[src/rtl/equiv_pkg.sv]
// Shared definitions for the equivalence stimulus generator: LFSR constants,
// DUT-input slice layout, run-state encoding and LFSR helper functions.
package equiv_pkg;

    localparam int          LFSR_W    = 64;
    localparam logic [63:0] LFSR_POLY = 64'hD800_0000_0000_0000;

    localparam int W0_W   = 8;
    localparam int W1_W   = 4;
    localparam int W2_W   = 21;
    localparam int W3_W   = 19;
    localparam int W0_LSB = 0;
    localparam int W1_LSB = 8;
    localparam int W2_LSB = 12;
    localparam int W3_LSB = 33;
    localparam int VEC_W  = W0_W + W1_W + W2_W + W3_W;

    localparam int Y_W_DEF = 91;

    typedef enum logic [1:0] {
        IDLE  = 2'd0,
        RUN   = 2'd1,
        DRAIN = 2'd2,
        DONE  = 2'd3
    } state_e;

    // Galois step: shift right, fold the polynomial in when bit 0 falls out.
    function automatic logic [LFSR_W-1:0] lfsr_next(input logic [LFSR_W-1:0] s);
        logic [LFSR_W-1:0] r;
        r = s >> 1;
        if (s[0]) begin
            r = r ^ LFSR_POLY;
        end else begin
            r = r;
        end
        return r;
    endfunction

    function automatic logic [LFSR_W-1:0] seed_fix(input logic [LFSR_W-1:0] s);
        return (s == 64'd0) ? 64'd1 : s;
    endfunction

endpackage

[src/rtl/equiv_stim_gen_if.sv]
// Bundle between the stimulus generator and the two DUT variants it feeds and checks.
interface equiv_stim_gen_if import equiv_pkg::*; #(
    parameter int Y_W = Y_W_DEF
);
    logic                   start;
    logic signed [W0_W-1:0] wire0;
    logic signed [W1_W-1:0] wire1;
    logic        [W2_W-1:0] wire2;
    logic        [W3_W-1:0] wire3;
    logic        [Y_W-1:0]  y_1;
    logic        [Y_W-1:0]  y_2;
    logic                   busy;
    logic                   done;
    logic                   mismatch;
    logic        [31:0]     fail_idx;
    logic        [31:0]     vec_cnt;

    modport master (
        input  start, y_1, y_2,
        output wire0, wire1, wire2, wire3, busy, done, mismatch, fail_idx, vec_cnt
    );

    modport slave (
        output start, y_1, y_2,
        input  wire0, wire1, wire2, wire3, busy, done, mismatch, fail_idx, vec_cnt
    );
endinterface

[src/rtl/equiv_lfsr64.sv]
// 64-bit Galois LFSR with restart-from-seed and step controls; a zero seed is forced to 1.
module equiv_lfsr64 import equiv_pkg::*; #(
    parameter logic [LFSR_W-1:0] SEED = 64'd1
) (
    input  logic              clk,
    input  logic              rst_n,
    input  logic              load,
    input  logic              advance,
    input  logic [LFSR_W-1:0] seed,
    output logic [LFSR_W-1:0] q
);

    localparam logic [LFSR_W-1:0] RST_VAL = seed_fix(SEED);

    logic [LFSR_W-1:0] q_r;

    // Load jumps one step past the seed, since the seed itself goes straight onto the wires.
    always_ff @(posedge clk or negedge rst_n) begin
        if (!rst_n) begin
            q_r <= RST_VAL;
        end else if (load) begin
            q_r <= lfsr_next(seed_fix(seed));
        end else if (advance) begin
            q_r <= lfsr_next(q_r);
        end else begin
            q_r <= q_r;
        end
    end

    assign q = q_r;

endmodule

[src/rtl/equiv_stim_gen.sv]
// Equivalence harness stimulus/checker: drives LFSR vectors to two DUT variants,
// compares their outputs DUT_LAT cycles later and captures the first miscompare.
module equiv_stim_gen import equiv_pkg::*; #(
    parameter int          NUM_VEC = 1024,
    parameter logic [63:0] SEED    = 64'h0000_0000_0000_0001,
    parameter int          DUT_LAT = 1,
    parameter int          Y_W     = Y_W_DEF
) (
    input logic              clk,
    input logic              rst_n,
    equiv_stim_gen_if.master bus
);

    localparam logic [LFSR_W-1:0] SEED_FIX   = seed_fix(SEED);
    localparam logic [31:0]       NUM_VEC_U  = 32'(NUM_VEC);
    localparam logic [3:0]        DRAIN_LAST = 4'(DUT_LAT);
    localparam int                PIPE_D     = (DUT_LAT == 0) ? 1 : DUT_LAT;

    state_e              state_r;
    state_e              next_s;
    logic                lfsr_load_s;
    logic                lfsr_adv_s;
    logic [LFSR_W-1:0]   lfsr_q_s;
    logic [VEC_W-1:0]    wires_r;
    logic [31:0]         vec_cnt_r;
    logic                busy_r;
    logic                done_r;
    logic                mismatch_r;
    logic [31:0]         fail_idx_r;
    logic [3:0]          drain_cnt_r;
    logic                live_vld_s;
    logic [31:0]         live_idx_s;
    logic                pipe_vld_r [PIPE_D];
    logic [31:0]         pipe_idx_r [PIPE_D];
    logic                cmp_vld_s;
    logic [31:0]         cmp_idx_s;
    logic [Y_W-1:0]      y_diff_s;

    equiv_lfsr64 #(.SEED(SEED)) u_lfsr (
        .clk     (clk),
        .rst_n   (rst_n),
        .load    (lfsr_load_s),
        .advance (lfsr_adv_s),
        .seed    (SEED),
        .q       (lfsr_q_s)
    );

    // Run state register.
    always_ff @(posedge clk or negedge rst_n) begin
        if (!rst_n) begin
            state_r <= IDLE;
        end else begin
            state_r <= next_s;
        end
    end

    // Next-state and LFSR control; start is only honoured between runs.
    always_comb begin
        next_s      = state_r;
        lfsr_load_s = 1'b0;
        lfsr_adv_s  = 1'b0;
        case (state_r)
            IDLE, DONE: begin
                if (bus.start) begin
                    next_s      = RUN;
                    lfsr_load_s = 1'b1;
                end else begin
                    next_s = state_r;
                end
            end
            RUN: begin
                if (vec_cnt_r < NUM_VEC_U) begin
                    next_s     = RUN;
                    lfsr_adv_s = 1'b1;
                end else begin
                    next_s = DRAIN;
                end
            end
            DRAIN: begin
                if (drain_cnt_r == DRAIN_LAST) begin
                    next_s = DONE;
                end else begin
                    next_s = DRAIN;
                end
            end
            default: next_s = IDLE;
        endcase
    end

    // Drain counter: DRAIN holds until the last vector's compare edge has passed.
    always_ff @(posedge clk or negedge rst_n) begin
        if (!rst_n) begin
            drain_cnt_r <= 4'd0;
        end else if (state_r == DRAIN) begin
            drain_cnt_r <= drain_cnt_r + 4'd1;
        end else begin
            drain_cnt_r <= 4'd0;
        end
    end

    // The vector on the wires is valid whenever RUN is active; its index is vec_cnt-1.
    assign live_vld_s = (state_r == RUN);
    assign live_idx_s = vec_cnt_r - 32'd1;

    // Check pipeline: delays the valid/index tag to line up with the DUT outputs.
    always_ff @(posedge clk or negedge rst_n) begin
        if (!rst_n) begin
            for (int i = 0; i < PIPE_D; i++) begin
                pipe_vld_r[i] <= 1'b0;
                pipe_idx_r[i] <= 32'd0;
            end
        end else begin
            pipe_vld_r[0] <= live_vld_s;
            pipe_idx_r[0] <= live_idx_s;
            for (int i = 1; i < PIPE_D; i++) begin
                pipe_vld_r[i] <= pipe_vld_r[i-1];
                pipe_idx_r[i] <= pipe_idx_r[i-1];
            end
        end
    end

    generate
        if (DUT_LAT == 0) begin : g_cmp_live
            assign cmp_vld_s = live_vld_s;
            assign cmp_idx_s = live_idx_s;
        end else begin : g_cmp_pipe
            assign cmp_vld_s = pipe_vld_r[PIPE_D-1];
            assign cmp_idx_s = pipe_idx_r[PIPE_D-1];
        end
    endgenerate

    assign y_diff_s = bus.y_1 ^ bus.y_2;

    // Wires, vector counter, status flags and first-fail capture.
    always_ff @(posedge clk or negedge rst_n) begin
        if (!rst_n) begin
            wires_r    <= {VEC_W{1'b0}};
            vec_cnt_r  <= 32'd0;
            busy_r     <= 1'b0;
            done_r     <= 1'b0;
            mismatch_r <= 1'b0;
            fail_idx_r <= 32'd0;
        end else begin
            if (lfsr_load_s) begin
                wires_r   <= SEED_FIX[VEC_W-1:0];
                vec_cnt_r <= 32'd1;
            end else if (lfsr_adv_s) begin
                wires_r   <= lfsr_q_s[VEC_W-1:0];
                vec_cnt_r <= vec_cnt_r + 32'd1;
            end else begin
                wires_r   <= wires_r;
                vec_cnt_r <= vec_cnt_r;
            end

            busy_r <= (next_s == RUN) || (next_s == DRAIN);
            done_r <= (next_s == DONE);

            if (lfsr_load_s) begin
                mismatch_r <= 1'b0;
                fail_idx_r <= 32'd0;
            end else if (cmp_vld_s && !mismatch_r && (y_diff_s != {Y_W{1'b0}})) begin
                mismatch_r <= 1'b1;
                fail_idx_r <= cmp_idx_s;
            end else begin
                mismatch_r <= mismatch_r;
                fail_idx_r <= fail_idx_r;
            end
        end
    end

    assign bus.wire0    = wires_r[W0_LSB +: W0_W];
    assign bus.wire1    = wires_r[W1_LSB +: W1_W];
    assign bus.wire2    = wires_r[W2_LSB +: W2_W];
    assign bus.wire3    = wires_r[W3_LSB +: W3_W];
    assign bus.busy     = busy_r;
    assign bus.done     = done_r;
    assign bus.mismatch = mismatch_r;
    assign bus.fail_idx = fail_idx_r;
    assign bus.vec_cnt  = vec_cnt_r;

endmodule

[src/flat_wrapper.sv]
// flat-port wrapper written by rule: the top's interface ports become plain ports
module equiv_stim_gen_flat import equiv_pkg::*;
#(
    parameter int          NUM_VEC = 1024,
    parameter logic [63:0] SEED    = 64'h0000_0000_0000_0001,
    parameter int          DUT_LAT = 1,
    parameter int          Y_W     = Y_W_DEF
)
  (clk, rst_n, bus_start, bus_y_1, bus_y_2, bus_wire0, bus_wire1, bus_wire2, bus_wire3, bus_busy, bus_done, bus_mismatch, bus_fail_idx, bus_vec_cnt);
  equiv_stim_gen_if #(.Y_W(Y_W)) bus_i ();
  input logic clk;
  input logic rst_n;
  input wire logic [$bits(bus_i.start)-1:0] bus_start;
  input wire logic [$bits(bus_i.y_1)-1:0] bus_y_1;
  input wire logic [$bits(bus_i.y_2)-1:0] bus_y_2;
  output wire logic [$bits(bus_i.wire0)-1:0] bus_wire0;
  output wire logic [$bits(bus_i.wire1)-1:0] bus_wire1;
  output wire logic [$bits(bus_i.wire2)-1:0] bus_wire2;
  output wire logic [$bits(bus_i.wire3)-1:0] bus_wire3;
  output wire logic [$bits(bus_i.busy)-1:0] bus_busy;
  output wire logic [$bits(bus_i.done)-1:0] bus_done;
  output wire logic [$bits(bus_i.mismatch)-1:0] bus_mismatch;
  output wire logic [$bits(bus_i.fail_idx)-1:0] bus_fail_idx;
  output wire logic [$bits(bus_i.vec_cnt)-1:0] bus_vec_cnt;
  assign bus_i.start = bus_start;
  assign bus_i.y_1 = bus_y_1;
  assign bus_i.y_2 = bus_y_2;
  assign bus_wire0 = bus_i.wire0;
  assign bus_wire1 = bus_i.wire1;
  assign bus_wire2 = bus_i.wire2;
  assign bus_wire3 = bus_i.wire3;
  assign bus_busy = bus_i.busy;
  assign bus_done = bus_i.done;
  assign bus_mismatch = bus_i.mismatch;
  assign bus_fail_idx = bus_i.fail_idx;
  assign bus_vec_cnt = bus_i.vec_cnt;
  equiv_stim_gen #(.NUM_VEC(NUM_VEC), .SEED(SEED), .DUT_LAT(DUT_LAT), .Y_W(Y_W)) u_core (.clk(clk), .rst_n(rst_n), .bus(bus_i));
endmodule
[config.mk]
export PLATFORM = sky130hd
export DESIGN_NAME = equiv_stim_gen_flat
export DESIGN_NICKNAME = d
export VERILOG_FILES = /design/src/rtl/equiv_pkg.sv /design/src/rtl/equiv_stim_gen_if.sv /design/src/rtl/equiv_lfsr64.sv /design/src/rtl/equiv_stim_gen.sv /design/src/flat_wrapper.sv
export SDC_FILE = /design/constraint.sdc
export NUM_CORES = 1
export LEC_CHECK = 0
export CORE_UTILIZATION = 48
export CTS_BUF_LIST = sky130_fd_sc_hd__clkbuf_4 sky130_fd_sc_hd__clkbuf_8 sky130_fd_sc_hd__clkbuf_16
export DETAILED_ROUTE_END_ITERATION = 10
export HOLD_SLACK_MARGIN = 0.12
export PLACE_DENSITY = 0.82
export SLEW_MARGIN = 0
export SYNTH_ARGS = -nofsm -noshare
export SYNTH_HDL_FRONTEND = slang
export SYNTH_SLANG_ARGS = --single-unit
[constraint.sdc]
create_clock -name clk -period 7.45 [get_ports clk]
set_input_delay 0.745 -clock clk [delete_from_list [all_inputs] [get_ports clk]]
set_output_delay 0.745 -clock clk [all_outputs]
set_load 0.005 [all_outputs]
==> results.cfg <==
[status]
status = finished clean

[detailed_routing]
detail_route.iter0.violations = 378
vias_per_cell = 5.10
firstDrtPassIters = 4
vias = 6456
ant_nets = 0
wl_per_cell_um = 19.1
drc_errors = 0
finalWirelength_mm = 24.1

[worst_setup_path]
endpoint_kind = flop
timing.rr.start = u_core.bus.vec_cnt[17]
critPathMaxFanout = 32
rr_worst_depth = 6
crit_chain = clkdlybuf4s50_1 -> xor2_1 -> nor4_1 -> nand4_1 -> nor4_1 -> a31o_2 -> a22o_1
crit_cells = 7
cpMaxStageDelayCell = a31o_2
r2r_end = u_core.wires_r[50]
critPathLaunch = bus_y_2[62]
cp_data_required_time_ns = 7.81
crit_top_cell = nor4_1
critPathBufInv = 1
endpoint = u_core.bus.fail_idx[26]
r2r_setup_slack_ns = 4.31
critical_path_class = in2reg
cp_top_family = simple AND/OR/NAND/NOR gates
cp-start-kind = primary input
crit_arrival_ns = 3.65
slowest_delay_ns = 0.69

[timing]
fmax_mhz = 304
slew_violations = 0
post-route-period-util_pct = 44.1
tightestPinTransition_ns = 0.958
finalSetupTns_ns = 0
hold_viol_final = 0
relSlewSlack_pct = 36.1
setup_viol = 0
rsz0062_at_grt = no
fin_skew_ns = 0.0122
min_period_ns = 3.29

[synth]
synth_top_area_cell = dfrtp_1
synth_ff_type = dfrtp_1
synthCells = 795
ys.warnings.count = 0
ys_seq_elements = 171
synth_cell_types = 43
synth_top_area_share_pct = 51.9
synth.cell_area_mm2 = 0.00819
async_flop_share_pct = 100
yosysSeqAreaShare_pct = 52.3
synthTopCellsByArea = dfrtp_1, xor2_1, nand2_1
syn_nets = 987
synth.avg_cell_area_um2 = 10.3
synth_edf_count = 0

[clocking]
clock-sinks = 171
root_buffer = clkbuf_16
post_cts_resized = 0
numCtsBuffers = 17
clkTransAtPathRegs_ns = 0.06
cts_tree = done
postCtsHoldBufs = 0
post_cts_buffers = 0
clkLatencyLatePin_ns = 0.43
clock_path_buffers = 2
htree_levels = 4

[placement]
hpwl_mm = 17.9
gp_congestion = 0.939
io_buffer_count = 303

[global_route]
grt_usage_pct = 28.2
grt_pass1_vias = 6491
grt_pass1_wl_mm = 37.1
antenna_found_initial = 1
grt-ovfl-total = 0
grt_start_max_net_pins = 106

[floorplanning]
initial_core_util_pct = 49.2
die_w_um = 133
core_mm2 = 0.0166
die_area_mm2 = 0.0176
rows = 47
die_h_um = 133
io_pins = 304

[power]
p_comb_share_pct = 34.0
clkPwrFrac_pct = 27.9
power.leakage_nw = 5.05
power_switching_mw = 1.09
netSwitchingFraction_pct = 33.3
p_int_mw = 2.18
power_frac_seq_pct = 38.1
cellPowerDensity_mw_per_mm2 = 282
vdd_drop_max_v = 0.000166

[final_layout]
drive_gt1_share_pct = 4.89
area_growth_pct = 41.4
utilization_pct = 69.6
nNetsFinal = 1225

[min_path]
hold_class = in2async

[job]
maxCapViolCount = 0
worst reg2reg max path, stage by stage, from the launching register on:
cell,delay [ns]
dfrtp_1,0.43
or3_1,0.47
or4_4,0.49
nor3_1,0.39
and3_2,0.88
nand2_1,0.20
a21oi_1,0.19
worst min-delay path by stage:
stage / start / endpoint / slack (ns) / cells past startpoint
2_1_floorplan: u_core.cmp_idx_s[0] / u_core.bus.fail_idx[0] / 0.44 / 1
3_3_place_gp: u_core.cmp_idx_s[18] / u_core.bus.fail_idx[18] / 0.44 / 1
3_5_place_dp: u_core.cmp_idx_s[7] / u_core.bus.fail_idx[7] / 0.45 / 1
4_1_cts: u_core.cmp_idx_s[7] / u_core.bus.fail_idx[7] / 0.46 / 1
5_1_grt: u_core.cmp_idx_s[29] / u_core.bus.fail_idx[29] / 0.47 / 1
6_report: rst_n / u_core.cmp_idx_s[23] / 0.43 / 1
cell usage after synthesis, types with 7 or more instances:
master	instances
dfrtp_1	170
nand2_1	143
xor2_1	107
a21oi_1	65
buf_4	53
nor2_1	35
a22o_1	32
xnor2_1	26
and2_1	24
clkbuf_1	24
nor4_1	22
nand4_1	11
nand3_1	8
nor3_1	8
ha_1	7
inv_1	7
logic make-up after synthesis:
family | after synthesis | synth area share (%)
and+or+nand+nor | 278 | 16.4
DFF | 171 | 52.3
AOI/OAI and AO/OA | 110 | 8.54
xor gates and xnor gates | 133 | 14.2
adders and majority gates | 7 | 1.07
buffers and inverters | 96 | 7.47
per-stage QoR:
step | hold slack (ns) | total power [mW] | cell area (um^2) | worst slack (ns) | cells
floorplan | 0.442 | 1.91 | 8190 | 5.01 | 795
global placement | 0.444 | 2.35 | 11000 | 3.83 | 1234
detailed placement | 0.449 | 2.37 | 11000 | 3.78 | 1234
CTS | 0.459 | 3.29 | 11600 | 4.22 | 1264
global route | 0.471 | 3.45 | 11600 | 4.07 | 1265
finish | 0.434 | 3.27 | 11600 | 4.16 | 1265
area by class of cell:
class	instances	area [um^2]
Fill cell	1288	5060
Sequential cell	171	4280
Multi-Input combinational cell	528	3310
Timing Repair Buffer	308	3070
Clock buffer	21	474
Tap cell	220	275
Clock inverter	9	136
Inverter	7	26.3
Antenna cell	1	2.50
cell usage in the layout, fill, tap and decap left out, types with 2 or more instances in the layout:
cell	netlist	layout
clkdlybuf4s50_1	0	302
dfrtp_1	170	170
nand2_1	143	143
xor2_1	107	107
a21oi_1	65	65
nor2_1	35	35
a22o_1	32	32
xnor2_1	26	26
and2_1	24	23
nor4_1	22	22
clkbuf_16	0	17
nand4_1	11	11
nor3_1	8	8
inv_1	7	7
nand3_1	8	7
ha_1	7	7
nor2b_1	5	5
buf_4	53	5
o21ai_0	4	4
nor4_2	3	3
nand3b_1	3	3
clkbuf_8	0	3
bufinv_16	0	3
or3_1	2	2
or2_2	2	2
o31a_1	2	2
o21a_1	2	2
clkinvlp_4	0	2
inv_6	0	2
flip-flops by register name, summed over array words and instances (netlist names):
| name | cells |
|---|---|
| u_core.bus.fail_idx | 32 |
| u_core.cmp_idx_s | 32 |
| u_core.u_lfsr.q | 14 |
| u_core.bus.vec_cnt | 32 |
| u_core.wires_r | 51 |
| u_core.state_r | 2 |
| u_core.drain_cnt_r | 4 |
| u_core.bus.done | 1 |
| u_core.bus.busy | 1 |
| u_core.bus.mismatch | 1 |
| u_core.cmp_vld_s | 1 |
layer usage:
| layer | vias to the layer above | part of all wire, % | GRT usage, % |
|---|---|---|---|
| li1 | 3067 | - | - |
| met1 | 3160 | 43 | 35.5 |
| met2 | 205 | 49 | 47.8 |
| met3 | 24 | 6.4 | 7.66 |
| met4 | 0 | 1.9 | 7.92 |
| met5 | - | 0 | 0 |
power groups by stage:
stage / registers (mW) / logic, mW / clock network [mW]
3_3_place_gp: 1.25 / 1.10 / 0
3_5_place_dp: 1.26 / 1.12 / 0
5_1_grt: 1.27 / 1.22 / 0.960
6_report: 1.25 / 1.11 / 0.911
4_1_cts: 1.24 / 1.13 / 0.922
2_1_floorplan: 1.23 / 0.680 / 0
Power figures use the tool's default switching activity.
